`src/rtl/bpf_pkg.sv`:
```
// Shared definitions for the BPF-style ALU sequencer: op codes, states, instruction fields.
// Latency: none (constants and a pure helper function only).
// Backpressure: not applicable.
package bpf_pkg;

   // Instruction word layout
   localparam int INSN_W  = 16;
   localparam int OPC_HI  = 15;
   localparam int OPC_LO  = 12;
   localparam int SRC_BIT = 11;
   localparam int RSV_HI  = 10;
   localparam int RSV_LO  = 8;
   localparam int IMM_HI  = 7;
   localparam int IMM_LO  = 0;

   // ALU op codes, identical to the ALU's own encoding
   localparam logic [3:0] OP_NOP = 4'd0;
   localparam logic [3:0] OP_ADD = 4'd1;
   localparam logic [3:0] OP_SUB = 4'd2;
   localparam logic [3:0] OP_MUL = 4'd3;
   localparam logic [3:0] OP_DIV = 4'd4;
   localparam logic [3:0] OP_AND = 4'd5;
   localparam logic [3:0] OP_OR  = 4'd6;
   localparam logic [3:0] OP_NOT = 4'd7;

   // Sequencer-only op codes; 11..15 behave as NOP
   localparam logic [3:0] OPC_LDA  = 4'd8;
   localparam logic [3:0] OPC_TAX  = 4'd9;
   localparam logic [3:0] OPC_EMIT = 4'd10;

   typedef enum logic [1:0] {
      IDLE = 2'd0,
      EXEC = 2'd1,
      EMIT = 2'd2
   } seq_state_t;

   // True for op codes that are forwarded to the ALU
   function automatic logic is_alu_opc(input logic [3:0] opc);
      return (opc >= OP_ADD) && (opc <= OP_NOT);
   endfunction

endpackage

```
`src/rtl/bpf_insn_dec.sv`:
```
// Combinational instruction decoder: splits a 16-bit instruction into class flags and fields.
// Latency: 0 cycles (pure combinational).
// Backpressure: none; the sequencer decides when the decode is consumed.
module bpf_insn_dec
   import bpf_pkg::*;
(
   input  logic [INSN_W-1:0] in_insn,
   output logic              is_alu,
   output logic              is_lda,
   output logic              is_tax,
   output logic              is_emit,
   output logic [3:0]        alu_op,
   output logic              use_x,
   output logic [7:0]        imm
);

   logic [3:0] w_opc;
   logic       w_unused_rsvd;

   assign w_opc         = in_insn[OPC_HI:OPC_LO];
   // Reserved bits carry no meaning; they are deliberately ignored
   assign w_unused_rsvd = ^in_insn[RSV_HI:RSV_LO];

   // Classify the op code and pass the operand fields through
   always_comb begin
      is_alu  = is_alu_opc(w_opc);
      is_lda  = (w_opc == OPC_LDA);
      is_tax  = (w_opc == OPC_TAX);
      is_emit = (w_opc == OPC_EMIT);
      alu_op  = is_alu_opc(w_opc) ? w_opc : OP_NOP;
      use_x   = in_insn[SRC_BIT];
      imm     = in_insn[IMM_HI:IMM_LO];
   end

endmodule

```
`src/rtl/bpf_alu_seq.sv`:
```
// Instruction sequencer driving an external combinational ALU; holds accumulator A and index X.
// Latency: ALU insn 2 cycles (accept, execute), LDA/TAX/NOP 1 cycle, EMIT >= 2 cycles.
// Backpressure: in_ready is low outside IDLE; EMIT holds out_data until out_ready.
// Optional build macro BPF_ALU_SEQ_DIV0_CHK_EN: suppress write-back on divide by zero and raise err_div0.
module bpf_alu_seq
   import bpf_pkg::*;
#(
   parameter int DATA_W = 8,
   parameter int OP_W   = 4
) (
   input  logic              clk,
   input  logic              rst_n,
   input  logic              in_valid,
   output logic              in_ready,
   input  logic [INSN_W-1:0] in_insn,
   output logic [DATA_W-1:0] alu_i1,
   output logic [DATA_W-1:0] alu_i2,
   output logic [OP_W-1:0]   alu_op,
   input  logic [DATA_W-1:0] alu_o,
   output logic              out_valid,
   input  logic              out_ready,
   output logic [DATA_W-1:0] out_data,
   output logic              err_div0
);

   seq_state_t        r_state;
   logic [DATA_W-1:0] r_a;
   logic [DATA_W-1:0] r_x;
   logic              r_in_ready;
   logic [DATA_W-1:0] r_alu_i1;
   logic [DATA_W-1:0] r_alu_i2;
   logic [OP_W-1:0]   r_alu_op;
   logic              r_out_valid;
   logic [DATA_W-1:0] r_out_data;

   logic              w_is_alu;
   logic              w_is_lda;
   logic              w_is_tax;
   logic              w_is_emit;
   logic [3:0]        w_op;
   logic              w_use_x;
   logic [7:0]        w_imm;
   logic [DATA_W-1:0] w_src;

   bpf_insn_dec u_dec (
      .in_insn (in_insn),
      .is_alu  (w_is_alu),
      .is_lda  (w_is_lda),
      .is_tax  (w_is_tax),
      .is_emit (w_is_emit),
      .alu_op  (w_op),
      .use_x   (w_use_x),
      .imm     (w_imm)
   );

   // Second operand as selected by the src bit of the incoming instruction
   assign w_src = w_use_x ? r_x : DATA_W'(w_imm);

`ifdef BPF_ALU_SEQ_DIV0_CHK_EN
   logic r_err_div0;
   logic w_div0;

   // Divide by zero is detected on the operands actually presented to the ALU
   assign w_div0   = (r_alu_op == OP_W'(OP_DIV)) && (r_alu_i2 == '0);
   assign err_div0 = r_err_div0;

   // Sticky error flag, cleared only by reset
   always_ff @(posedge clk or negedge rst_n) begin
      if (!rst_n)
         r_err_div0 <= 1'b0;
      else if ((r_state == EXEC) && w_div0)
         r_err_div0 <= 1'b1;
   end
`else
   assign err_div0 = 1'b0;
`endif

   // Main FSM: accept, execute, emit; every output comes from a register
   always_ff @(posedge clk or negedge rst_n) begin
      if (!rst_n) begin
         r_state     <= IDLE;
         r_a         <= '0;
         r_x         <= '0;
         r_in_ready  <= 1'b1;
         r_alu_i1    <= '0;
         r_alu_i2    <= '0;
         r_alu_op    <= '0;
         r_out_valid <= 1'b0;
         r_out_data  <= '0;
      end else begin
         case (r_state)
            IDLE: begin
               if (in_valid) begin
                  if (w_is_alu) begin
                     // A cannot change before EXEC, so it is safe to capture it now
                     r_state    <= EXEC;
                     r_in_ready <= 1'b0;
                     r_alu_op   <= OP_W'(w_op);
                     r_alu_i1   <= r_a;
                     r_alu_i2   <= w_src;
                  end else if (w_is_emit) begin
                     r_state     <= EMIT;
                     r_in_ready  <= 1'b0;
                     r_out_valid <= 1'b1;
                     r_out_data  <= r_a;
                  end else if (w_is_lda) begin
                     r_a <= w_src;
                  end else if (w_is_tax) begin
                     r_x <= r_a;
                  end
               end
            end
            EXEC: begin
`ifdef BPF_ALU_SEQ_DIV0_CHK_EN
               if (!w_div0)
                  r_a <= alu_o;
`else
               r_a <= alu_o;
`endif
               // Return the ALU to its quiescent all-zero inputs
               r_alu_op   <= '0;
               r_alu_i1   <= '0;
               r_alu_i2   <= '0;
               r_in_ready <= 1'b1;
               r_state    <= IDLE;
            end
            EMIT: begin
               if (out_ready) begin
                  r_out_valid <= 1'b0;
                  r_out_data  <= '0;
                  r_in_ready  <= 1'b1;
                  r_state     <= IDLE;
               end
            end
            default: begin
               r_state    <= IDLE;
               r_in_ready <= 1'b1;
            end
         endcase
      end
   end

   assign in_ready  = r_in_ready;
   assign alu_op    = r_alu_op;
   assign alu_i1    = r_alu_i1;
   assign alu_i2    = r_alu_i2;
   assign out_valid = r_out_valid;
   assign out_data  = r_out_data;

endmodule

```
`config.mk`:
```
export PLATFORM = sky130hd
export DESIGN_NAME = bpf_alu_seq
export DESIGN_NICKNAME = d
export VERILOG_FILES = /design/src/rtl/bpf_pkg.sv /design/src/rtl/bpf_insn_dec.sv /design/src/rtl/bpf_alu_seq.sv
export SDC_FILE = /design/constraint.sdc
export NUM_CORES = 1
export LEC_CHECK = 0
export CORE_MARGIN = 1
export CORE_UTILIZATION = 49
export CTS_CLUSTER_SIZE = 16
export DETAILED_ROUTE_END_ITERATION = 8
export GPL_TIMING_DRIVEN = 0
export HOLD_SLACK_MARGIN = 0.15
export MAX_ROUTING_LAYER = met4
export PLACE_DENSITY = 0.84
export SLEW_MARGIN = 10
export SYNTH_ARGS = -nofsm -noshare
export SYNTH_HDL_FRONTEND = slang
export SYNTH_SLANG_ARGS = --single-unit
```
`constraint.sdc`:
```
create_clock -name clk -period 3.6 [get_ports clk]
set_input_delay 1.08 -clock clk [delete_from_list [all_inputs] [get_ports clk]]
set_output_delay 1.08 -clock clk [all_outputs]
set_load 0.01 [all_outputs]
```
==> results.cfg <==
[setup_path]
setup.worst_path.end = alu_i1[6]$_DFFE_PN0P_
cp.required_ns = 3.77
criticalPathCategory = in2reg
arrival_ns = 2.85
worst_setup_path_end_kind = flop
r2r_start = r_state[1]$_DFFE_PN0P_
start_kind = primary input
r2r_cells = 4
reg2reg_to = alu_i1[6]$_DFFE_PN0P_
crit_start = in_valid
cp_max_fo = 10
r2r_slack_ns = 1.77

[sta]
relSlewSlack = 0.639
hold_viol = 0
period_needed_ns = 2.68
holdWs_ns = 0.491
worst_pin_slew_ns = 0.538
max_freq_ghz = 0.373
slew_viol_final = 0
setup_viol = 0
grt_setup_unrepaired = no
period_share = 0.745
finalSetupTns_ns = 0
skew_ns = 0.00804

[floorplan]
dieArea_um2 = 4850
core_um2 = 4380
die_w_um = 69.6
rows = 24
die_y_um = 69.6
start_util = 0.511
ios = 59

[grt]
use_met2 = 0.379
grt_max_degree = 36
grt_pass1_vias = 1858
grtUsageMet1 = 0.298
overflow = 0
top_usage_layer = met2
grtUsageTotal = 0.241
antenna_found_initial = 0
met3_usage = 0.0610
grt_first_pass_wirelength_mm = 8.82

[place]
hpwl_mm = 3.80
port_buffers = 53
dpl.cell_count = 313
placed_area_um2 = 2850
gp_congestion = 0.842

[logic_synthesis]
yosysWarnings = 0
synth-seq-area-share = 0.536
ys_types = 39
yosys-top-cells-area = dfrtp_1, mux2_1, o22ai_1
syn_area_per_cell_um2 = 10.8
netlist_top_cells_count = dfrtp_1, nand2_1, inv_1, o22ai_1, o21ai_0
synth_ff_type = dfrtp_1
synth_enable_flop_cells = 0
synth_area_leader_cell = dfrtp_1
synthCells = 207
syn-cell-area_um2 = 2240
synth-seq-cells = 48
async_flop_share = 1.00
yosysMostFrequentCell = dfrtp_1
synth_top_cell_area_share = 0.525
syn_nets = 235

[clocking]
cts_tree = yes
cts_buffers = 5
cts_setup_buffers = 0
h-tree-depth = 2
clock_latency_ns = 0.31
cts-root-buf = clkbuf_8
cts_sinks = 48
ctsResizeCount = 0
holdBufCountCts = 0
path_clk_slew_ns = 0.08
cts_buffer_depth = 2

[power_and_ir_drop]
cellPowerDensity_nw_per_um2 = 491
p_total_uw = 1440
vdd_drop_max_uv = 316
p_leak_uw = 0.00132

[run_status]
status = finished, final reports clean

[drt]
drt_iter0_markers = 162
vias_per_cell = 5.81
dr_total_vias = 1866
drtAntennaViolNets = 0
dr.pass1.iters = 4
drc = 0
postRouteWirelength_mm = 5.29
wl_per_cell_um = 16.5

[cells_and_area]
drive_gt1_frac = 0.0632
syn_to_final_growth_pct = 31.2
nets = 296
n_antenna_cell = 0
layout.cells.non_filler = 321
stdcell_area_um2 = 2940

[min_path]
hp-class = reg2reg

[run]
cap_violations = 0
area by class of cell:
class,instances,area [um2]
inverters,16,60.1
multi-input cells,125,870
repair buffers,54,546
fillers,345,1440
flip-flops and latches,48,1200
plain buffers,18,110
clock buffers,8,90.1
well taps,52,65.1
metal layers:
metal / vias up / share of wire / routed length, um
met5: - / 0 / 0
met4: 0 / 0.023 / 121
met3: 12 / 0.057 / 303
met2: 62 / 0.48 / 2550
met1: 901 / 0.44 / 2320
li1: 891 / - / -
layout by cell type (no fill, tap or decap), types with 5 or more instances in the layout:
cell and n:
mux2_1 8, inv_1 15, nor2_1 7, mux2i_1 8, clkbuf_8 6, o311ai_1 7
a32o_1 6, o22ai_1 13, a221o_1 5, clkdlybuf4s50_1 52, nor4_1 5, nand2_1 17
clkbuf_1 12, dfrtp_1 47, o21ai_0 11, a211o_1 5
critical path, stage by stage:
cell             delay (ns)
clkdlybuf4s50_1        0.54
nand2b_1               0.12
nor3_1                 0.48
clkbuf_1               0.46
o22ai_1                0.17
worst min-delay path by stage:
stage                    endpoint  cells past startpoint               start  slack [ns]
3_5_place_dp   r_x[4]$_DFFE_PN0P_                      1  r_a[4]$_DFFE_PN0P_        0.47
3_3_place_gp   r_x[6]$_DFFE_PN0P_                      1  r_a[6]$_DFFE_PN0P_        0.46
2_1_floorplan  r_x[2]$_DFFE_PN0P_                      1  r_a[2]$_DFFE_PN0P_        0.46
5_1_grt        r_x[6]$_DFFE_PN0P_                      1  r_a[6]$_DFFE_PN0P_        0.51
6_report       r_x[4]$_DFFE_PN0P_                      1  r_a[4]$_DFFE_PN0P_        0.49
4_1_cts        r_x[4]$_DFFE_PN0P_                      1  r_a[4]$_DFFE_PN0P_        0.49
power by group:
| part | internal, uW | switching, uW |
|---|---|---|
| Combinational | 225 | 177 |
| Clock | 157 | 173 |
| Sequential | 645 | 67.8 |
kinds of logic (layout without fill, tap and decap cells):
logic type / Yosys count / count (layout) / share of synthesized area
buffers and inverters: 34 / 96 / 0.0759
flip-flops: 48 / 48 / 0.536
AND/OR/NAND/NOR: 50 / 50 / 0.117
AO/OA/AOI/OAI: 58 / 58 / 0.194
other: 1 / 1 / 0.00167
multiplexers: 16 / 16 / 0.0759
state kept, by name, indices dropped and copies added, names as in the netlist:
signal	cells
alu_i1	8
alu_i2	8
out_data	8
r_a	8
r_x	8
alu_op	4
r_state	2
in_ready	1
out_valid	1
stage by stage:
stage	utilization	setup slack [ns]
after floorplan	-	1.25
after global placement	0.647	0.189
after detailed placement	0.651	0.611
after CTS	0.671	0.934
after global routing	0.671	0.854
final	0.671	0.916
No activity file was read; power rests on OpenSTA's default activity.
